===== src/rtl/pipelined_mac_if.sv =====
// pipelined_mac_if: valid/ready stream bundle for the pipelined multiply-accumulate block.
`default_nettype none

interface pipelined_mac_if #(
  parameter int DATA_WIDTH_1 = 16,
  parameter int DATA_WIDTH_2 = 16,
  parameter int ACC_GUARD    = 8
);
  localparam int OUT_W = DATA_WIDTH_1 + DATA_WIDTH_2 + ACC_GUARD;

  logic                    in_valid_i;
  logic                    in_ready_o;
  logic [DATA_WIDTH_1-1:0] data1_i;
  logic [DATA_WIDTH_2-1:0] data2_i;
  logic                    signed_i;
  logic                    acc_i;
  logic                    out_valid_o;
  logic                    out_ready_i;
  logic [OUT_W-1:0]        data_o;

  modport master (
    output in_valid_i, data1_i, data2_i, signed_i, acc_i, out_ready_i,
    input  in_ready_o, out_valid_o, data_o
  );

  modport slave (
    input  in_valid_i, data1_i, data2_i, signed_i, acc_i, out_ready_i,
    output in_ready_o, out_valid_o, data_o
  );
endinterface

`default_nettype wire


===== src/rtl/pipelined_mac.sv =====
// pipelined_mac: PIPE_STAGES-deep signed/unsigned multiplier with optional accumulate,
// valid/ready handshake and global-stall backpressure.
`default_nettype none

module pipelined_mac #(
  parameter int DATA_WIDTH_1 = 16,
  parameter int DATA_WIDTH_2 = 16,
  parameter int PIPE_STAGES  = 3,
  parameter int ACC_GUARD    = 8
) (
  input  logic             clk,
  input  logic             rst_n,
  pipelined_mac_if.slave   bus
);
  localparam int PROD_W = DATA_WIDTH_1 + DATA_WIDTH_2;
  localparam int OUT_W  = PROD_W + ACC_GUARD;
  localparam int NS     = (PIPE_STAGES > 1) ? PIPE_STAGES - 1 : 1;

  logic              advance;
  logic [PROD_W-1:0] op1_ext;
  logic [PROD_W-1:0] op2_ext;
  logic [PROD_W-1:0] product;
  logic              last_valid;
  logic              last_acc;
  logic              last_sgn;
  logic [PROD_W-1:0] last_prod;
  logic [OUT_W-1:0]  prod_ext;
  logic [OUT_W-1:0]  acc_q;
  logic              out_valid_q;

  assign advance        = ~out_valid_q | bus.out_ready_i;
  assign bus.in_ready_o = advance;

  // Extending both operands to the full product width first makes the
  // truncated product correct for both two's-complement and unsigned inputs.
  always_comb begin
    op1_ext = bus.signed_i ? {{DATA_WIDTH_2{bus.data1_i[DATA_WIDTH_1-1]}}, bus.data1_i}
                           : {{DATA_WIDTH_2{1'b0}}, bus.data1_i};
    op2_ext = bus.signed_i ? {{DATA_WIDTH_1{bus.data2_i[DATA_WIDTH_2-1]}}, bus.data2_i}
                           : {{DATA_WIDTH_1{1'b0}}, bus.data2_i};
    product = op1_ext * op2_ext;
  end

  generate
    if (PIPE_STAGES == 1) begin : g_single
      assign last_valid = bus.in_valid_i;
      assign last_prod  = product;
      assign last_acc   = bus.acc_i;
      assign last_sgn   = bus.signed_i;
    end else begin : g_multi
      logic [NS-1:0]     stg_valid;
      logic [NS-1:0]     stg_acc;
      logic [NS-1:0]     stg_sgn;
      logic [PROD_W-1:0] stg_prod [NS];

      always_ff @(posedge clk or negedge rst_n) begin
        if (!rst_n) begin
          stg_valid <= '0;
          stg_acc   <= '0;
          stg_sgn   <= '0;
          for (int i = 0; i < NS; i++) begin
            stg_prod[i] <= '0;
          end
        end else if (advance) begin
          stg_valid[0] <= bus.in_valid_i;
          stg_acc[0]   <= bus.acc_i;
          stg_sgn[0]   <= bus.signed_i;
          stg_prod[0]  <= product;
          for (int i = 1; i < NS; i++) begin
            stg_valid[i] <= stg_valid[i-1];
            stg_acc[i]   <= stg_acc[i-1];
            stg_sgn[i]   <= stg_sgn[i-1];
            stg_prod[i]  <= stg_prod[i-1];
          end
        end
      end

      assign last_valid = stg_valid[NS-1];
      assign last_prod  = stg_prod[NS-1];
      assign last_acc   = stg_acc[NS-1];
      assign last_sgn   = stg_sgn[NS-1];
    end
  endgenerate

  assign prod_ext = last_sgn ? {{ACC_GUARD{last_prod[PROD_W-1]}}, last_prod}
                             : {{ACC_GUARD{1'b0}}, last_prod};

  // The output register doubles as the accumulator, so consecutive
  // accumulate beats always see the previous result with no forwarding.
  always_ff @(posedge clk or negedge rst_n) begin
    if (!rst_n) begin
      out_valid_q <= 1'b0;
      acc_q       <= '0;
    end else if (advance) begin
      out_valid_q <= last_valid;
      if (last_valid) begin
        acc_q <= last_acc ? (acc_q + prod_ext) : prod_ext;
      end
    end
  end

  assign bus.out_valid_o = out_valid_q;
  assign bus.data_o      = acc_q;

endmodule

`default_nettype wire


===== src/flat_wrapper.sv =====
// flat-port wrapper written by rule: the top's interface ports become plain ports
module pipelined_mac_flat 
#(
  parameter int DATA_WIDTH_1 = 16,
  parameter int DATA_WIDTH_2 = 16,
  parameter int PIPE_STAGES  = 3,
  parameter int ACC_GUARD    = 8
)
  (clk, rst_n, bus_in_valid_i, bus_data1_i, bus_data2_i, bus_signed_i, bus_acc_i, bus_out_ready_i, bus_in_ready_o, bus_out_valid_o, bus_data_o);
  pipelined_mac_if #(.DATA_WIDTH_1(DATA_WIDTH_1), .DATA_WIDTH_2(DATA_WIDTH_2), .ACC_GUARD(ACC_GUARD)) bus_i ();
  input  logic clk;
  input  logic rst_n;
  input wire logic [$bits(bus_i.in_valid_i)-1:0] bus_in_valid_i;
  input wire logic [$bits(bus_i.data1_i)-1:0] bus_data1_i;
  input wire logic [$bits(bus_i.data2_i)-1:0] bus_data2_i;
  input wire logic [$bits(bus_i.signed_i)-1:0] bus_signed_i;
  input wire logic [$bits(bus_i.acc_i)-1:0] bus_acc_i;
  input wire logic [$bits(bus_i.out_ready_i)-1:0] bus_out_ready_i;
  output wire logic [$bits(bus_i.in_ready_o)-1:0] bus_in_ready_o;
  output wire logic [$bits(bus_i.out_valid_o)-1:0] bus_out_valid_o;
  output wire logic [$bits(bus_i.data_o)-1:0] bus_data_o;
  assign bus_i.in_valid_i = bus_in_valid_i;
  assign bus_i.data1_i = bus_data1_i;
  assign bus_i.data2_i = bus_data2_i;
  assign bus_i.signed_i = bus_signed_i;
  assign bus_i.acc_i = bus_acc_i;
  assign bus_i.out_ready_i = bus_out_ready_i;
  assign bus_in_ready_o = bus_i.in_ready_o;
  assign bus_out_valid_o = bus_i.out_valid_o;
  assign bus_data_o = bus_i.data_o;
  pipelined_mac #(.DATA_WIDTH_1(DATA_WIDTH_1), .DATA_WIDTH_2(DATA_WIDTH_2), .PIPE_STAGES(PIPE_STAGES), .ACC_GUARD(ACC_GUARD)) u_core (.clk(clk), .rst_n(rst_n), .bus(bus_i));
endmodule

===== config.mk =====
export PLATFORM = sky130hd
export DESIGN_NAME = pipelined_mac_flat
export DESIGN_NICKNAME = d
export VERILOG_FILES = /design/src/rtl/pipelined_mac_if.sv /design/src/rtl/pipelined_mac.sv /design/src/flat_wrapper.sv
export SDC_FILE = /design/constraint.sdc
export NUM_CORES = 1
export LEC_CHECK = 0
export CAP_MARGIN = 20
export CORE_ASPECT_RATIO = 2
export CORE_MARGIN = 2
export CORE_UTILIZATION = 50
export DETAILED_ROUTE_END_ITERATION = 6
export PLACE_DENSITY = 0.79
export REMOVE_ABC_BUFFERS = 1
export SYNTH_ARGS = -nofsm -noshare
export SYNTH_HDL_FRONTEND = slang
export SYNTH_SLANG_ARGS = --single-unit

===== constraint.sdc =====
create_clock -name clk -period 5.3 [get_ports clk]
set_input_delay 0.795 -clock clk [delete_from_list [all_inputs] [get_ports clk]]
set_output_delay 0.795 -clock clk [all_outputs]
set_load 0.01 [all_outputs]

# After elaboration in Yosys (flattened, before gate mapping)
# Index checks and enable logic that the tools add are counted.
# op_classes
muxes,4
n_reduce_logical,1
multipliers,1
addsub,1
n_bitwise,2
# ops
operator,count
$mux W40,2
$mux W32,2
$add A40 B40 Y40,1
$mul A32 B32 Y32,1
$reduce_and A2 Y1,1
$not A1 Y1,1
$or A1 B1 Y1,1
# totals
word_cells,16
regBits,111
inputBits,38

# Depth between registers and ports, before layout
# Gate-level depths: netlist (run 1).
# depth
word_depth,3
ltp_mapped,32
mapped_depth_nobuf,30

# Worst setup path before layout (run 1)
# No wires, ideal clock.
# synth_path
path_kind,input-to-reg
startpoint,input port bus_signed_i
endpoint,register u_core.g_multi.stg_prod[62] (netlist bit)
cell_stages,28
setup_time_ps,69
slack_ps,-2567
t_arrival_ps,7797
cell_sequence,clkbuf_1 and2_1 clkbuf_1 nand2_1 inv_1 fa_1 fa_1 fa_1 inv_1 fa_1 inv_1 fa_1 inv_1 fa_1 inv_1 fa_1 fa_1 ha_1 a21o_1 a21o_1 a21oi_1 nor2_1 a2111oi_0 o41ai_1 nand2_1 a311oi_1 or4b_1 nand3_1
# synth_via
elab_chain_cells,2
word_cells_on_any_way,3
cone_classes,mul (1); mux (2)
# synth_lines
element,line,source
start: declaration,flat_wrapper.sv:16,input wire logic [$bits(bus_i.signed_i)-1:0] bus_signed_i;
$mux W32 (on tied branches),"pipelined_mac.sv:37, pipelined_mac.sv:39",
$mul A32 B32 Y32 *,pipelined_mac.sv:41,product = op1_ext * op2_ext;
end signal: indexed assignment,pipelined_mac.sv:73,stg_prod[i] <= stg_prod[i-1];
end: declaration,pipelined_mac.sv:54,logic [PROD_W-1:0] stg_prod [NS];
# Mark *: on every way between the ends. The rest lies on a longest branch, timed or not.
# A chain may end at the register's enable or synchronous reset.

# Worst setup path in the final report (run 1)
# layout_path
startpoint,input port bus_data1_i[12]
endpoint,register u_core.g_multi.stg_prod[58] (netlist bit)
# layout_via
elab_chain_cells,2
# layout_lines
element,line,source
start: declaration,flat_wrapper.sv:14,input wire logic [$bits(bus_i.data1_i)-1:0] bus_data1_i;
$mux W32,pipelined_mac.sv:37,"op1_ext = bus.signed_i ? {{DATA_WIDTH_2{bus.data1_i[DATA_WIDTH_1-1]}}, bus.data1_i}"
$mul A32 B32 Y32,pipelined_mac.sv:41,
# Every way passes these cells.

==> metrics.yaml, run 1 <==
crit_buf_inv: 7
cp_slowest_cell: "fa_1"
drive_above_1_share_pct: 21.5
worstPathArrival_ns: 7.43
synth.avg_cell_area_sq_um: 9.11
placed_cells: 2778
die_h_um: 281
critical_path_class: "input pin to flip-flop"
violations: "negative setup slack"
clk_pin_slew_ns: 0.07
holdCritPathClass: "flip-flop to flip-flop"
cts.sinks: 111
skew_ns: 0.00767
place_congestion: 1.03
synth_cells: 2103
die_w_um: 142
fmax_mhz: 139
clkLatencyLatePin_ns: 0.37
max_slew_margin_pct: 36.3
clock_path_buffers: 2
fillers: 2975
grt_max_degree: 79
fin_util_pct: 62.6
via_per_inst: 5.57
synthAdderAreaFrac_pct: 46.0
synthesis.area_sq_um: 19200
wl_per_cell_um: 20.4
synth_area_leaders: "fa_1 (35%), dfrtp_1 (14%), ha_1 (11%)"
overflow: 0
critPathMostFrequentCell: "fa_1"
cap_violations: 0
final_cells: 2853
synthMuxAreaShare_pct: 0.947
synthDistinctLibCells: 61
hold_viol_final: 0
synthFlopType: "dfrtp_1"
numCtsBuffers: 9
wirelength_um: 58300
tightestPinTransition_ns: 0.956
critPathMaxFanout: 3
drt_iter0_markers: 798
status: "complete, but fails checks"
pin_count: 80
period_needed_ns: 7.20
finalSetupViolations: 24
tns_ns: -30.29
synth.top_cell.area_share_pct: 35.1
synth_top_family_by_area: "adder cells"
design_area_sq_um: 23700
rsz0062_at_grt: "true"
clk_root_buffer_cell: "clkbuf_16"
drv_slew: 0
synth_compound_area_share_pct: 9.64
synthSimpleGateAreaFrac_pct: 15.9
cp_top_family: "adder cells"
synth_top_cell_by_area: "fa_1"
cts_htree_levels: 3
grt_pass1_wl_um: 88500
grt_use_total_pct: 29.1
start_util_pct: 50.6
core_sq_um: 37900
postSynth.asyncResetShare_pct: 100
yosysSeqAreaShare_pct: 14.5
synth-seq-cells: 111
nets: 2926
cpPeakStageDelay_ns: 0.57
row_count: 101
route.detailed.drc: 0
worst_slack_ns: -1.90
drt.antenna.violating_nets: 0
cp-end-kind: "flip-flop"
finalCritPeriodShare_pct: 136
ys_warn_count: 0
dr.pass1.iters: 5
antenna_found_initial: 0
dpl-instance-area_sq_um: 21900
synth_xor_area_share_pct: 4.30
dieArea_sq_um: 40000
required_ns: 5.53
vias: 15900
antennaDiodeCount: 0
port_buffers: 79
syn2layout_area_growth_pct: 23.8
ctsHoldBuffers: 0
dp_hpwl_um: 45100
start_kind: "input pin"
sequential_cell_area_sq_um: 2780
cts_tree: "built"
synth-edff-count: 0
multi_input_comb_area_sq_um: 15600
grt_pass1_vias: 17400
## cell families (layout without fill, tap and decap cells)
kind of cell	count (synthesis)	in the layout
simple gates	635	635
fa+ha+maj	503	503
mux	18	18
flops	111	111
compound gates	294	294
buf+inv	448	735
xor+xnor	94	94
## synth_stat cells (all sizes together) (20+ instances only)
master / number
and2: 177
nor2: 57
and3: 25
a21oi: 99
nor3: 20
o21ai: 82
clkbuf: 73
dfrtp: 111
fa: 336
a21o: 32
xnor2: 77
nand2: 309
inv: 367
ha: 167
## final timing paths
check                                             from                           to  slack [ns]  cells after the start
max                                    bus_data1_i[12]  u_core.g_multi.stg_prod[58]       -1.90                     27
min                        u_core.g_multi.stg_valid[0]  u_core.g_multi.stg_valid[0]        0.47                      2
max reg2reg                       u_core.bus.data_o[0]        u_core.bus.data_o[38]        1.95                     12
min reg2reg                u_core.g_multi.stg_valid[0]  u_core.g_multi.stg_valid[0]        0.47                      2
max in group asynchronous                        rst_n  u_core.g_multi.stg_prod[63]        3.70                      2
min in group asynchronous                        rst_n         u_core.bus.data_o[6]        0.57                      1
## cells in the final DEF, fill, tap and decap left out, types with 7 or more instances in the layout
cell / instances
ha_4: 27
o21ai_1: 30
nor2_1: 55
nor3_1: 20
a21o_1: 31
xnor2_1: 70
o21a_1: 15
a21oi_2: 16
and2_4: 17
and2_1: 160
mux2i_1: 17
inv_2: 32
fa_2: 35
a21oi_1: 82
a31oi_1: 8
dfrtp_1: 111
and3_1: 18
xor2_1: 16
nand2_2: 8
buf_12: 8
inv_1: 335
o21ai_0: 45
buf_2: 15
and3_4: 7
fa_1: 301
ha_1: 138
clkdlybuf4s50_1: 46
clkbuf_16: 10
o21bai_1: 8
buf_4: 205
clkbuf_2: 10
nand2_1: 295
buf_6: 55
nand3_1: 11
## layout make-up
cell class	count	area share (%)
repair buffers	352	12.9
well taps	463	2.44
clock inverters	6	0.269
flip-flops and latches	111	11.7
inverters	367	5.81
clock buffers	10	1.01
multi-input cells	1544	65.8
## per-stage QoR
stage	hold WS [ns]	setup WS (ns)
floorplan	0.439	-2.22
global placement	0.451	-2.87
detailed placement	0.456	-3.05
CTS	0.474	-1.86
global route	0.499	-2.07
finish	0.472	-1.90
## what timing repair did
item,in CTS,in global routing
setup endpoints to repair,24,24
gates resized for setup,230,150
buffers inserted,33,22
pin swaps,120,116
cloned,6,1
## worst register-to-register path, delay by kind of cell, from the launching register on
family / cells / cell delay (ns)
compound gates: 6 / 1.64
xor+xnor: 1 / 0.16
fa+ha+maj: 2 / 0.65
buf+inv: 1 / 0.07
flops: 1 / 0.39
simple gates: 2 / 0.30
## per-layer routing
layer	vias to the layer above	GRT usage (%)	part of all wire, %
li1	7125	-	-
met1	7894	25.1	30
met2	572	55.0	55
met3	309	4.40	4.2
met4	0	27.4	12
met5	-	0	0
## sequential cells by signal (all words and copies together), names as in the netlist
| register | cells |
|---|---|
| u_core.g_multi.stg_valid | 2 |
| u_core.bus.out_valid_o | 1 |
| u_core.g_multi.stg_prod | 32 |
| u_core.g_multi.stg_sgn | 2 |
| u_core.g_multi.stg_acc | 2 |
| u_core.last_prod | 32 |
| u_core.bus.data_o | 40 |
Power of run 1 is not shown: default switching activity piles up to over one toggle a cycle in this logic, so the estimate is an artifact.
==> run 2, diff against run 1 <==
--- a/config.mk
+++ b/config.mk
@@ -12,6 +12,7 @@
 export DETAILED_ROUTE_END_ITERATION = 6
 export PLACE_DENSITY = 0.79
 export REMOVE_ABC_BUFFERS = 1
+export SETUP_SLACK_MARGIN = 0.1
 export SYNTH_ARGS = -nofsm -noshare
 export SYNTH_HDL_FRONTEND = slang
 export SYNTH_SLANG_ARGS = --single-unit
==> metrics.yaml, run 2 (synthesis results as in run 1) <==
final_cell_mix: "inv_1 (335), fa_1 (300), nand2_1 (295)"
crit_cells: 27  # unchanged
fin_hold_ws_ns: 0.472  # -0.00000400 ns
cts_tree: "built"
clk_pin_slew_ns: 0.07  # about the same
dp_hpwl_um: 45100  # unchanged
dieArea_sq_um: 40000  # unchanged
hold_viol_final: 0  # unchanged
syn2layout_area_growth_pct: 23.8  # about the same
start_util_pct: 50.6  # unchanged
via_per_inst: 5.58  # +0.19%
drive_above_1_share_pct: 21.6  # +0.042 points
antennaDiodeCount: 0  # unchanged
r2r_slack_ns: 1.96  # about the same
clk_root_buffer_cell: "clkbuf_16"
max_slew_margin_pct: 35.9  # -0.41 points
worstPathArrival_ns: 7.43  # about the same
cp-startpoint: "bus_data1_i[12]"
holdCritPathClass: "flip-flop to flip-flop"
reg2reg_to: "u_core.bus.data_o[38]"
skew_ns: 0.00695  # -0.000722 ns
drv_slew: 0  # unchanged
whs_path_depth: 2  # unchanged
worst_slack_ns: -1.90  # -0.00239 ns
drt_iter0_markers: 728  # -8.8%
clkLatencyLatePin_ns: 0.37  # about the same
route.detailed.drc: 0  # unchanged
grt_pass1_vias: 17400  # -0.017%
design_area_sq_um: 23700  # about the same
reg2reg_depth: 12  # unchanged
period_needed_ns: 7.20  # +0.00239 ns
core_sq_um: 37900  # unchanged
wl_per_cell_um: 20.4  # about the same
dr.pass1.iters: 5  # unchanged
drt.antenna.violating_nets: 0  # unchanged
status: "complete, but fails checks"
row_count: 101  # unchanged
tightestPinTransition_ns: 0.962  # +0.00618 ns
critPathMostFrequentCell: "fa_1"
pin_count: 80  # unchanged
largest_register_ff_count: 40  # unchanged
cp_top_family: "adder cells"
grt_pass1_wl_um: 88400  # about the same
ctsHoldBuffers: 0  # unchanged
required_ns: 5.53  # about the same
cap_violations: 0  # unchanged
reg2reg_from: "u_core.bus.data_o[0]"
fmax_mhz: 139  # about the same
cts_htree_levels: 3  # unchanged
crit_end: "u_core.g_multi.stg_prod[58]"
start_kind: "input pin"
grt_max_degree: 79  # unchanged
cpPeakStageDelay_ns: 0.57  # about the same
nets: 2926  # unchanged
critical_path_class: "input pin to flip-flop"
antenna_found_initial: 0  # unchanged
die_h_um: 281  # unchanged
port_buffers: 79  # unchanged
cts.sinks: 111  # unchanged
mostFrequentLayoutCell: "inv_1"
cp_slowest_cell: "fa_1"
clock_path_buffers: 2  # unchanged
place_congestion: 1.03  # unchanged
crit_buf_inv: 7  # unchanged
grt_use_total_pct: 29.1  # about the same
violations: "negative setup slack"
vias: 15900  # +0.19%
critPathMaxFanout: 3  # unchanged
die_w_um: 142  # unchanged
rsz0062_at_grt: "true"
finalSetupViolations: 23  # -4.2%
numCtsBuffers: 9  # unchanged
wirelength_um: 58300  # about the same
dpl-instance-area_sq_um: 21900  # unchanged
finalCritPeriodShare_pct: 136  # about the same
overflow: 0  # unchanged
fin_util_pct: 62.6  # about the same
cp-end-kind: "flip-flop"
-- run 2: changes by cell type in the layout (fill, tap and decap cells not counted) --
cell,delta
fa_1,-1
fa_2,+1
-- run 2: tightest hold or removal path: stages (launching register included) --
cell and delay [ns]:
dfrtp_1 0.35, nand2_1 0.05, nand2_1 0.05
-- run 2: metal layers --
| layer | vias up | share of wire [%] | global-route usage [%] |
|---|---|---|---|
| met5 | - | 0 | 0 |
| met1 | 7920 | 29 | 25.1 |
| met4 | 0 | 12 | 27.4 |
| met3 | 311 | 4.4 | 4.40 |
| met2 | 575 | 54 | 55.0 |
| li1 | 7125 | - | - |
-- run 2: timing repair --
item | in CTS | in global routing
pin swaps | 120 | 116
resized for setup | 232 | 149
setup buffers | 33 | 22
hold endpoints to repair | 0 | 0
cloned | 6 | 1
endpoints found under the setup margin | 24 | 24
-- run 2: stage by stage --
stage / setup TNS (ns) / instances / worst slack [ns]
global route: -33.37 / 2853 / -2.07
detailed placement: -49.90 / 2778 / -3.05
floorplan: -50.40 / 2022 / -2.22
CTS: -29.02 / 2832 / -1.86
finish: -30.42 / 2853 / -1.90
global placement: -47.57 / 2778 / -2.87
-- run 2: how the worst min path moves through the flow --
stage	from	end	slack (ns)
2_1_floorplan	u_core.g_multi.stg_acc[0]	u_core.g_multi.stg_acc[0]	0.44
4_1_cts	u_core.g_multi.stg_valid[0]	u_core.g_multi.stg_valid[0]	0.47
3_5_place_dp	u_core.g_multi.stg_valid[0]	u_core.g_multi.stg_valid[0]	0.46
5_1_grt	u_core.g_multi.stg_valid[0]	u_core.g_multi.stg_valid[1]	0.50
6_report	u_core.g_multi.stg_valid[0]	u_core.g_multi.stg_valid[0]	0.47
3_3_place_gp	u_core.g_multi.stg_valid[0]	u_core.g_multi.stg_valid[0]	0.45
-- run 2: cell type report --
| class | instances | area [sq um] |
|---|---|---|
| clock inverters | 6 | 63.8 |
| fillers | 2975 | 14200 |
| flip-flops and latches | 111 | 2780 |
| repair buffers | 352 | 3070 |
| multi-input cells | 1544 | 15600 |
| inverters | 367 | 1380 |
| clock buffers | 10 | 239 |
| well taps | 463 | 579 |
Power of run 2 is left out for the same reason.
==> run 3, diff against run 2 <==
--- a/config.mk
+++ b/config.mk
@@ -9,6 +9,7 @@
 export CORE_ASPECT_RATIO = 2
 export CORE_MARGIN = 2
 export CORE_UTILIZATION = 50
+export CTS_BUF_LIST = sky130_fd_sc_hd__clkbuf_8
 export DETAILED_ROUTE_END_ITERATION = 6
 export PLACE_DENSITY = 0.79
 export REMOVE_ABC_BUFFERS = 1
==> metrics.yaml, run 3 (synthesis results as in run 1) <==
critPathMaxFanout: 4  # +1
tns_ns: -29.20  # +1.21 ns
cts.sinks: 111  # unchanged
numCtsBuffers: 9  # unchanged
port_buffers: 79  # unchanged
row_count: 101  # unchanged
grt_pass1_vias: 17300  # -0.36%
required_ns: 5.65  # +0.12 ns
dieArea_sq_um: 40000  # unchanged
period_needed_ns: 7.21  # +0.00920 ns
grt_max_degree: 79  # unchanged
core_sq_um: 37900  # unchanged
holdCritPathClass: "flip-flop to flip-flop"
tightestPinTransition_ns: 0.977  # +0.0146 ns
mostFrequentLayoutCell: "inv_1"
final_cell_mix: "inv_1 (332), fa_1 (295), nand2_1 (294)"
fin_util_pct: 62.9  # +0.30 points
finalCritPeriodShare_pct: 136  # +0.17 points
drv_slew: 0  # unchanged
pin_count: 80  # unchanged
violations: "negative setup slack"
die_h_um: 281  # unchanged
grt_pass1_wl_um: 88700  # +0.30%
cp-end-kind: "flip-flop"
grt_use_total_pct: 29.3  # +0.16 points
status: "complete, but fails checks"
drive_above_1_share_pct: 22.5  # +0.87 points
clock_path_buffers: 2  # unchanged
drt_iter0_markers: 639  # -12%
critical_path_class: "input pin to flip-flop"
cp_slowest_cell: "fa_1"
skew_ns: 0.0130  # +0.00609 ns
pre_cts_ws_ns: -3.05  # unchanged
worstPathArrival_ns: 7.56  # +0.13 ns
cts_htree_levels: 3  # unchanged
cts_tree: "built"
worst_slack_ns: -1.91  # -0.00920 ns
rsz0062_at_grt: "true"
clkLatencyLatePin_ns: 0.41  # +0.04 ns
cap_violations: 0  # unchanged
finalSetupViolations: 23  # unchanged
critPathMostFrequentCell: "fa_1"
overflow: 0  # unchanged
die_w_um: 142  # unchanged
dp_hpwl_um: 45100  # unchanged
largest_register_ff_count: 40  # unchanged
cpPeakStageDelay_ns: 0.55  # -0.02 ns
wl_per_cell_um: 20.8  # +1.9%
vias: 16000  # +0.73%
nets: 2931  # +0.17%
via_per_inst: 5.61  # +0.52%
syn2layout_area_growth_pct: 24.4
dr.pass1.iters: 5  # unchanged
antenna_found_initial: 1  # +1
crit_buf_inv: 7  # unchanged
clk_pin_slew_ns: 0.12  # +0.05 ns
wirelength_um: 59500  # +2.1%
start_util_pct: 50.6  # unchanged
drt.antenna.violating_nets: 0  # unchanged
clk_root_buffer_cell: "clkbuf_8"
hold_viol_final: 0  # unchanged
route.detailed.drc: 0  # unchanged
place_congestion: 1.03  # unchanged
start_kind: "input pin"
fmax_mhz: 139  # -0.13%
max_slew_margin_pct: 34.9  # -0.97 points
cp_top_family: "adder cells"
==> run 3: timing repair <==
action | CTS | global route
resized for setup | 232 | 187
setup buffers | 33 | 28
hold buffers | 0 | 0
pin swaps | 120 | 152
endpoints found under the setup margin | 24 | 24
cloned | 6 | 2
==> run 3: metrics by stage <==
stage | hold slack (ns) | std cells | instance area, sq um
global route | 0.508 | 2859 | 23800
detailed placement | 0.456 | 2778 | 21900
CTS | 0.482 | 2832 | 23000
floorplan | 0.439 | 2022 | 18900
finish | 0.473 | 2859 | 23800
global placement | 0.451 | 2778 | 21900
==> run 3: final timing paths <==
| check | start | end | slack [ns] | depth (start not counted) |
|---|---|---|---|---|
| setup / recovery | bus_data2_i[4] | u_core.g_multi.stg_prod[62] | -1.91 | 27 |
| hold / removal | u_core.g_multi.stg_valid[0] | u_core.g_multi.stg_valid[1] | 0.47 | 2 |
| setup reg to reg | u_core.bus.data_o[0] | u_core.bus.data_o[38] | 1.95 | 12 |
| hold reg to reg | u_core.g_multi.stg_valid[0] | u_core.g_multi.stg_valid[1] | 0.47 | 2 |
| max in group asynchronous | rst_n | u_core.g_multi.stg_prod[63] | 3.74 | 2 |
| min in group asynchronous | rst_n | u_core.bus.data_o[6] | 0.52 | 1 |
==> run 3: worst min-delay path, stage by stage (launching register included) <==
cell and delay, ns:
dfrtp_1 0.36, nand2_1 0.05, nand2_1 0.05
==> run 3: cell type report <==
| cell class | instances | area (sq um) |
|---|---|---|
| inverter | 367 | 1380 |
| clock inverter | 6 | 63.8 |
| multi-input combinational | 1544 | 15700 |
| timing repair buffer | 357 | 3180 |
| fill | 2966 | 14100 |
| sequential | 111 | 2780 |
| antenna | 1 | 2.50 |
| clock buffer | 10 | 138 |
| tap | 463 | 579 |
==> run 3: metal layers <==
layer / vias to the layer above / global-route usage (%) / part of all wire (%)
met5: - / 0 / 0
met4: 0 / 26.3 / 11
met3: 330 / 4.19 / 4.3
met2: 603 / 55.4 / 54
met1: 7981 / 25.8 / 30
li1: 7134 / - / -
Power of run 3 is left out for the same reason.
